<file path="src/rtl/bcd_seg7_scan.sv">
`default_nettype none
// ============================================================================
//  Module      : bcd_seg7_scan
//  Description : Time-multiplexed 3-digit 7-segment driver with frame-latched
//                digits, anti-ghost blank gap and leading-zero blanking.
//  Revision    : 1.0 - initial release
// ============================================================================
module bcd_seg7_scan #(
    parameter int CLK_DIV     = 50000,
    parameter int BLANK_CYC   = 16,
    parameter int SEG_ACT_LOW = 1,
    parameter int DIG_ACT_LOW = 1
) (
    input  logic       clk,
    input  logic       rst,
    input  logic [3:0] dec_in0,
    input  logic [3:0] dec_in1,
    input  logic [3:0] dec_in2,
    input  logic       blank_en,
    input  logic [2:0] dp_mask,
    output logic [6:0] seg,
    output logic       dp,
    output logic [2:0] dig_sel
);

    localparam int              C_DW         = $clog2(CLK_DIV);
    localparam int              C_BW         = (BLANK_CYC < 1) ? 1 : $clog2(BLANK_CYC + 1);
    localparam logic [C_DW-1:0] C_DIV_MAX    = C_DW'(CLK_DIV - 1);
    localparam logic [C_BW-1:0] C_BLANK_LOAD = C_BW'(BLANK_CYC);
    localparam logic [6:0]      C_SEG_INV    = (SEG_ACT_LOW != 0) ? 7'h7F : 7'h00;
    localparam logic            C_DP_INV     = (SEG_ACT_LOW != 0);
    localparam logic [2:0]      C_DIG_INV    = (DIG_ACT_LOW != 0) ? 3'b111 : 3'b000;

    logic [C_DW-1:0] r_div_cnt;
    logic [1:0]      r_scan_idx;
    logic [C_BW-1:0] r_blank_cnt;
    logic [3:0]      r_sh0;
    logic [3:0]      r_sh1;
    logic [3:0]      r_sh2;
    logic [2:0]      r_sh_dp;

    logic            w_tick;
    logic [3:0]      w_digit;
    logic            w_dp_ah;
    logic [2:0]      w_dig_ah;
    logic            w_lz_blank;
    logic [6:0]      w_seg_ah;

    function automatic logic [6:0] seg_decode(input logic [3:0] v);
        logic [6:0] s;
        case (v)
            4'd0:    s = 7'h3F;
            4'd1:    s = 7'h06;
            4'd2:    s = 7'h5B;
            4'd3:    s = 7'h4F;
            4'd4:    s = 7'h66;
            4'd5:    s = 7'h6D;
            4'd6:    s = 7'h7D;
            4'd7:    s = 7'h07;
            4'd8:    s = 7'h7F;
            4'd9:    s = 7'h6F;
            default: s = 7'h40;
        endcase
        return s;
    endfunction

    always_comb begin
        w_tick     = (r_div_cnt == C_DIV_MAX);
        w_digit    = 4'd0;
        w_dp_ah    = 1'b0;
        w_dig_ah   = 3'b000;
        w_lz_blank = 1'b0;
        case (r_scan_idx)
            2'd0: begin
                w_digit  = r_sh0;
                w_dp_ah  = r_sh_dp[0];
                w_dig_ah = 3'b001;
            end
            2'd1: begin
                w_digit    = r_sh1;
                w_dp_ah    = r_sh_dp[1];
                w_dig_ah   = 3'b010;
                w_lz_blank = blank_en && (r_sh2 == 4'd0) && (r_sh1 == 4'd0);
            end
            2'd2: begin
                w_digit    = r_sh2;
                w_dp_ah    = r_sh_dp[2];
                w_dig_ah   = 3'b100;
                w_lz_blank = blank_en && (r_sh2 == 4'd0);
            end
            default: ;
        endcase
        w_seg_ah = w_lz_blank ? 7'h00 : seg_decode(w_digit);
    end

    // Shadow digits only move at the frame wrap so a frame never mixes two values.
    always_ff @(posedge clk or posedge rst) begin
        if (rst) begin
            r_div_cnt   <= '0;
            r_scan_idx  <= 2'd0;
            r_blank_cnt <= '0;
            r_sh0       <= 4'd0;
            r_sh1       <= 4'd0;
            r_sh2       <= 4'd0;
            r_sh_dp     <= 3'b000;
            seg         <= C_SEG_INV;
            dp          <= C_DP_INV;
            dig_sel     <= C_DIG_INV;
        end else begin
            if (w_tick) begin
                r_div_cnt   <= '0;
                r_scan_idx  <= (r_scan_idx == 2'd2) ? 2'd0 : r_scan_idx + 2'd1;
                r_blank_cnt <= C_BLANK_LOAD;
                if (r_scan_idx == 2'd2) begin
                    r_sh0   <= dec_in0;
                    r_sh1   <= dec_in1;
                    r_sh2   <= dec_in2;
                    r_sh_dp <= dp_mask;
                end
            end else begin
                r_div_cnt <= r_div_cnt + C_DW'(1);
                if (r_blank_cnt != '0) begin
                    r_blank_cnt <= r_blank_cnt - C_BW'(1);
                end
            end

            if (r_blank_cnt != '0) begin
                seg     <= C_SEG_INV;
                dp      <= C_DP_INV;
                dig_sel <= C_DIG_INV;
            end else begin
                seg     <= w_seg_ah ^ C_SEG_INV;
                dp      <= w_dp_ah ^ C_DP_INV;
                dig_sel <= w_dig_ah ^ C_DIG_INV;
            end
        end
    end

endmodule
`default_nettype wire
</file>
<file path="config.mk">
export PLATFORM = sky130hd
export DESIGN_NAME = bcd_seg7_scan
export DESIGN_NICKNAME = d
export VERILOG_FILES = /design/src/rtl/bcd_seg7_scan.sv
export SDC_FILE = /design/constraint.sdc
export NUM_CORES = 1
export LEC_CHECK = 0
export CAP_MARGIN = 25
export CORE_MARGIN = 2
export CORE_UTILIZATION = 35
export DETAILED_ROUTE_END_ITERATION = 6
export DONT_BUFFER_PORTS = 1
export SLEW_MARGIN = 20
export SYNTH_ARGS = -nofsm -noshare
export SYNTH_HDL_FRONTEND = slang
export SYNTH_SLANG_ARGS = --single-unit
</file>
<file path="constraint.sdc">
create_clock -name clk -period 2.8 [get_ports clk]
set_input_delay 0.28 -clock clk [delete_from_list [all_inputs] [get_ports clk]]
set_output_delay 0.28 -clock clk [all_outputs]
set_load 0.005 [all_outputs]
</file>
-- Yosys cells after proc, flatten, opt, wreduce, memory -nomap -nowiden
Memories as Yosys holds them, arrays and structs flattened.
Cells that the tools add are included.
- bitwise logic cells: 3
- $lt $le $gt $ge: 0
- multiply operators: 0
- reduce and logical (&&, ||, !) cells: 8
- equal/unequal tests: 3
- divide/modulo/power cells: 0
- multiplexer cells: 12
- $add $sub $neg: 3
- shift-type cells: 0
- operator list (operator ; count):
    adder 16 x 1 -> 16 bit (second input constant) ; 1
    == test 16 bit (second input constant) ; 1
    two-way mux 16 bit ; 1
    two-way mux 7 bit ; 2
    case mux 4 bit (3 select lines) ; 1
    two-way mux 5 bit ; 2
    case mux 3 bit (3 select lines) ; 1
    logical NOT 4 bit ; 2
    NOT 7 bit ; 1
    nonzero test 5 bit ; 1
    subtractor 5 x 1 -> 5 bit (second input constant) ; 1
    two-way mux 3 bit ; 1
    NOT 3 bit ; 1
    case mux 1 bit (3 select lines) ; 1
    adder 2 x 1 -> 2 bit (second input constant) ; 1
    == test 2 x 1 -> 1 bit (second input constant) ; 1
    == test 2 bit (second input constant) ; 1
    logical AND 1 bit ; 2
    logical NOT 2 bit ; 1
    two-way mux 2 bit ; 1
    case mux 1 bit (2 select lines) ; 1
    AND reduction 2 bit ; 1
    nonzero test 2 bit ; 1
    two-way mux 1 bit ; 1
    NOT 1 bit ; 1
- input port bits: 18
- memories: 1
- bits in registers: 49
- ROM bits: 112
- RAM bits: 0
- word-level logic and storage cells: 40
- bits in latches: 0
- output and inout bits: 11
- memory list (name ; depth ; width ; read ports ; clocked after Yosys merged registers in ; wr ports ; RTL line ; RTL):
    (name not given) ; 16 ; 7 ; 1 ; 0 ; 0 ; 51 ; case (v)

-- Logic depth before layout (Yosys ltp)
- word-level depth: 7
- mapped depth: 10
- depth with buffers taken out: 9

-- Worst setup path before layout
OpenSTA, ideal clock, no wires.
- path kind: register to register
- from: register r_scan_idx[0]
- to: register seg[4]
- path buffers: 1
- arrival time: 2.284 ns
- required time: 2.740 ns
- period minus slack after synthesis: 2.344 ns
- cell stages (with the launch flop): 11
- setup slack: 0.456 ns
- path through: dfrtp_1 > inv_1 > ha_1 > clkbuf_1 > a222oi_1 > or2_2 > inv_1 > ha_1 > mux2_2 > a221o_1 > nand2_1
- word-level cells in the longest chain between the ends: 6
- elaborated cells between the ends (all ways): 9
- those cells by class: 2 x eq/ne; 4 x mux; 1 x bitwise; 1 x reduce/logical; 1 x memory
- RTL lines (what ; RTL line ; RTL):
    start, declared ; 35 ; logic [1:0] r_scan_idx;
    start signal, assigned ; 112 ; r_scan_idx <= (r_scan_idx == 2'd2) ? 2'd0 : r_scan_idx + 2'd1;
    == test 2 bit, or another cell as far along ; 73 ; case (r_scan_idx)
    case mux 4 bit (3 select lines) ; 73 ;
    memory read (16 x 7 bit) ; - ;
    two-way mux 7 bit (*) ; 93 ; w_seg_ah = w_lz_blank ? 7'h00 : seg_decode(w_digit);
    NOT 7 bit (no source line) (*) ; - ;
    two-way mux 7 bit (*) ; 127 ; if (r_blank_cnt != '0) begin
    end signal, assigned ; 132 ; seg <= w_seg_ah ^ C_SEG_INV;
    end, declared ; 21 ; output logic [6:0] seg,
Every way passes the cells marked *; elsewhere a longest branch is shown, timed or not.
A chain may end at the register's enable or synchronous reset.

-- Worst setup path after layout
Same ends and word-level chain as after synthesis.

==> key figures <==
Pwr
  – Pwr dens: 494 nW/um^2
  – Static leakage: 1.25 nW
  – VDD IR max: 293 uV

Setup path
  – WP data arrival: 2.66 ns
  – FF-to-FF End: seg[4]$_DFF_PP1_
  – Setup crit end: seg[4]$_DFF_PP1_
  – CP max-delay cell: dfrtp_1
  – CP max FO: 8
  – Max stage delay on crit path: 0.41 ns
  – Critical Path End Type: register
  – CP startpoint: r_scan_idx[0]$_DFFE_PP0N_
  – Number of cells on the worst reg-to-reg path: 9
  – Worst reg2reg setup slack: 0.36 ns
  – WS Path Type: reg -> reg
  – FF-to-FF Start: r_scan_idx[0]$_DFFE_PP0N_
  – Worst-path cell chain: inv_1 -> ha_1 -> a222oi_1 -> or2_2 -> inv_1 -> ha_1 -> mux2_2 -> a221o_1 -> nand2_1
  – Required time of the critical path: 3.03 ns
  – Setup crit start kind: register

Placement
  – GP Congestion: 0.777
  – HPWL after DPL: 3.11 mm
  – Dpl cells: 284
  – I/O Buffers: 0

Routing
  – Initial DRC count: 73
  – Number of remaining DRC errors: 0
  – Total number of vias: 1491
  – WL per Instance: 14.8 um
  – Pre-antenna DRT Iters: 5
  – Vias per cell: 5.11
  – Remaining antenna violation count: 0
  – Post-Route WL: 4.31 mm

Clock network
  – Post-CTS sizing: 0
  – TritonCTS Buffers: 5
  – CTS H-tree depth: 2
  – CTS tree: built
  – Clock sink count: 49
  – CTS Hold Bufs: 0
  – Skew-Pair Late Insertion Delay: 0.29 ns
  – Clk slew on worst S/H paths: 0.09 ns
  – Clock root cell: clkbuf_8
  – Max clock buf depth: 2
  – Post CTS Setup Buffer Count: 0

Floorplan
  – Initial Util: 35.9%
  – Rows: 30
  – I/O pins: 29
  – CORE AREA: 6720 um^2
  – Die ar.: 7580 um^2
  – Die width: 87.1 um
  – Die height: 87.1 um

STA
  – RSZ-0062 raised after global routing: no
  – Final period util: 87.0%
  – Finish-stage setup viols: 0
  – Fmax: 411 MHz
  – Period minus WS final: 2.44 ns
  – Worst-margin pin slew: 0.834 ns
  – Slew HR: 44.4%
  – Hold Worst Slack: 0.000445 ns
  – Fin. max-slew vios: 0
  – Final hold viol count: 0
  – Fin Setup TNS: 0 ns
  – Final Skew: 0.00979 ns

Global route
  – Vias in the first global route: 1492
  – Gr ovfl total: 0
  – First-pass GRT wire length: 7.46 mm
  – GR Util met1: 18.2%
  – GRT Util Overall: 12.6%
  – Pin count of the biggest net entering global routing: 50
  – Initial antenna violation count: 0
  – M3 GR Usage: 3.89%
  – Gr busiest metal: met2
  – Met2 usage: 18.3%

Synthesis
  – Synth Instances: 203
  – Flops & latches, synth: 49
  – Syn Nets: 236
  – Top_reg_cell synth: dfrtp_1
  – Post-synthesis sequential area ratio: 51.3%
  – Cell variety after synth: 42
  – Syn Area/Cell: 11.9 um^2
  – Fraction of registers with async set or reset after synthesis: 100%
  – EDFF count, synth: 0
  – Synth warn: 0
  – Mapped Area: 2410 um^2

Job
  – Max-Cap Viols: 0

Final layout
  – Most common cell after layout, fill and taps aside: dfrtp_1
  – Share of cells above drive strength 1: 21.7%
  – Diode count: 0
  – Layout Nets: 244
  – Fill count: 645
  – Synth-to-Final Area Change: 9.27%
  – Commonest non-fill, non-tap cells in the layout: 38 x dfrtp_1, 15 x ha_1, 13 x nor2_1
  – Non-Filler Instances: 292

Min path
  – Worst Hold Class: in -> async

Run status
  – Status: finished clean
## final cells by class
| cell class | instances | area (um^2) | share of cell area [%] |
|---|---|---|---|
| Clock buffer | 6 | 72.6 | 2.75 |
| Clock inverter | 2 | 35.0 | 1.33 |
| Inverter | 12 | 46.3 | 1.75 |
| Multi-Input combinational cell | 138 | 1110 | 42.0 |
| Sequential cell | 49 | 1240 | 47.0 |
| Tap cell | 80 | 100 | 3.79 |
| Timing Repair Buffer | 5 | 37.5 | 1.42 |
## power breakdown
part,switching (W),total (W),internal [W]
Combinational,0.0000345,0.0000651,0.0000305
Sequential,0.0000138,0.000749,0.000735
Clock,0.000224,0.000490,0.000265
Total,0.000273,0.00130,0.00103
## through the flow
step	power (W)	cell area, um^2	util, %	setup slack, ns
4_1_cts	0.00132	2640	39.3	0.378
6_report	0.00130	2640	39.3	0.364
3_3_place_gp	0.000829	2530	37.7	0.533
3_5_place_dp	0.000829	2530	37.7	0.411
5_1_grt	0.00137	2640	39.3	0.181
2_1_floorplan	0.000808	2410	-	0.456
## synthesized netlist by cell type (all sizes together), types with 2 or more instances
library cell / number / area (um^2)
and3: 2 / 12.5
o21ai: 8 / 40.0
nand3: 4 / 20.0
mux2: 17 / 229
nand2: 13 / 56.3
dfrtp: 38 / 951
or3: 3 / 18.8
clkbuf: 3 / 11.3
a222oi: 5 / 50.1
xnor2: 8 / 70.1
a21oi: 8 / 40.0
xor2: 4 / 35.0
nand4: 4 / 25.0
nor4: 5 / 46.3
nand4bb: 2 / 22.5
nand2b: 2 / 12.5
nor2b: 4 / 25.0
nor2: 13 / 48.8
or2: 2 / 12.5
ha: 15 / 188
inv: 12 / 45.0
nor3: 5 / 25.0
dfstp: 11 / 289
## how the worst min path moves through the flow
stage                                    to
global route           r_sh0[3]$_DFFE_PP0P_
CTS                    r_sh2[2]$_DFFE_PP0P_
global placement       r_sh0[3]$_DFFE_PP0P_
floorplan              r_sh0[3]$_DFFE_PP0P_
finish              r_div_cnt[10]$_DFF_PP0_
detailed placement     r_sh2[2]$_DFFE_PP0P_
## kinds of logic (layout without fill, tap and decap cells)
kind of cell / after synthesis / count (layout) / synth area share [%]
buffers and inverters: 16 / 25 / 2.80
DFF: 49 / 49 / 51.3
and+or+nand+nor: 65 / 65 / 16.0
AOI/OAI and AO/OA: 28 / 28 / 7.88
adders and majority gates: 15 / 15 / 7.77
muxes: 18 / 18 / 9.90
xor gates and xnor gates: 12 / 12 / 4.35
## critical path, delay by kind of cell, from the launching register on
family / cells / cell delay [ns]
adders and majority gates: 2 / 0.53
AOI/OAI and AO/OA: 2 / 0.70
muxes: 1 / 0.26
buffers and inverters: 2 / 0.19
and+or+nand+nor: 2 / 0.30
DFF: 1 / 0.41
## state kept, by name, indices dropped and copies added, names as in the netlist
name / flops
r_div_cnt: 16
r_scan_idx: 2
r_sh_dp: 3
seg: 7
r_blank_cnt: 5
r_sh1: 4
dig_sel: 3
dp: 1
r_sh2: 4
r_sh0: 4
## per-layer routing
layer  share of wire [%]  routed length [um]
met1                  50                2150
met5                   0                   0
met4                0.81                  35
met3                 6.1                 264
met2                  43                1860
No activity file was read; power rests on OpenSTA's default activity.
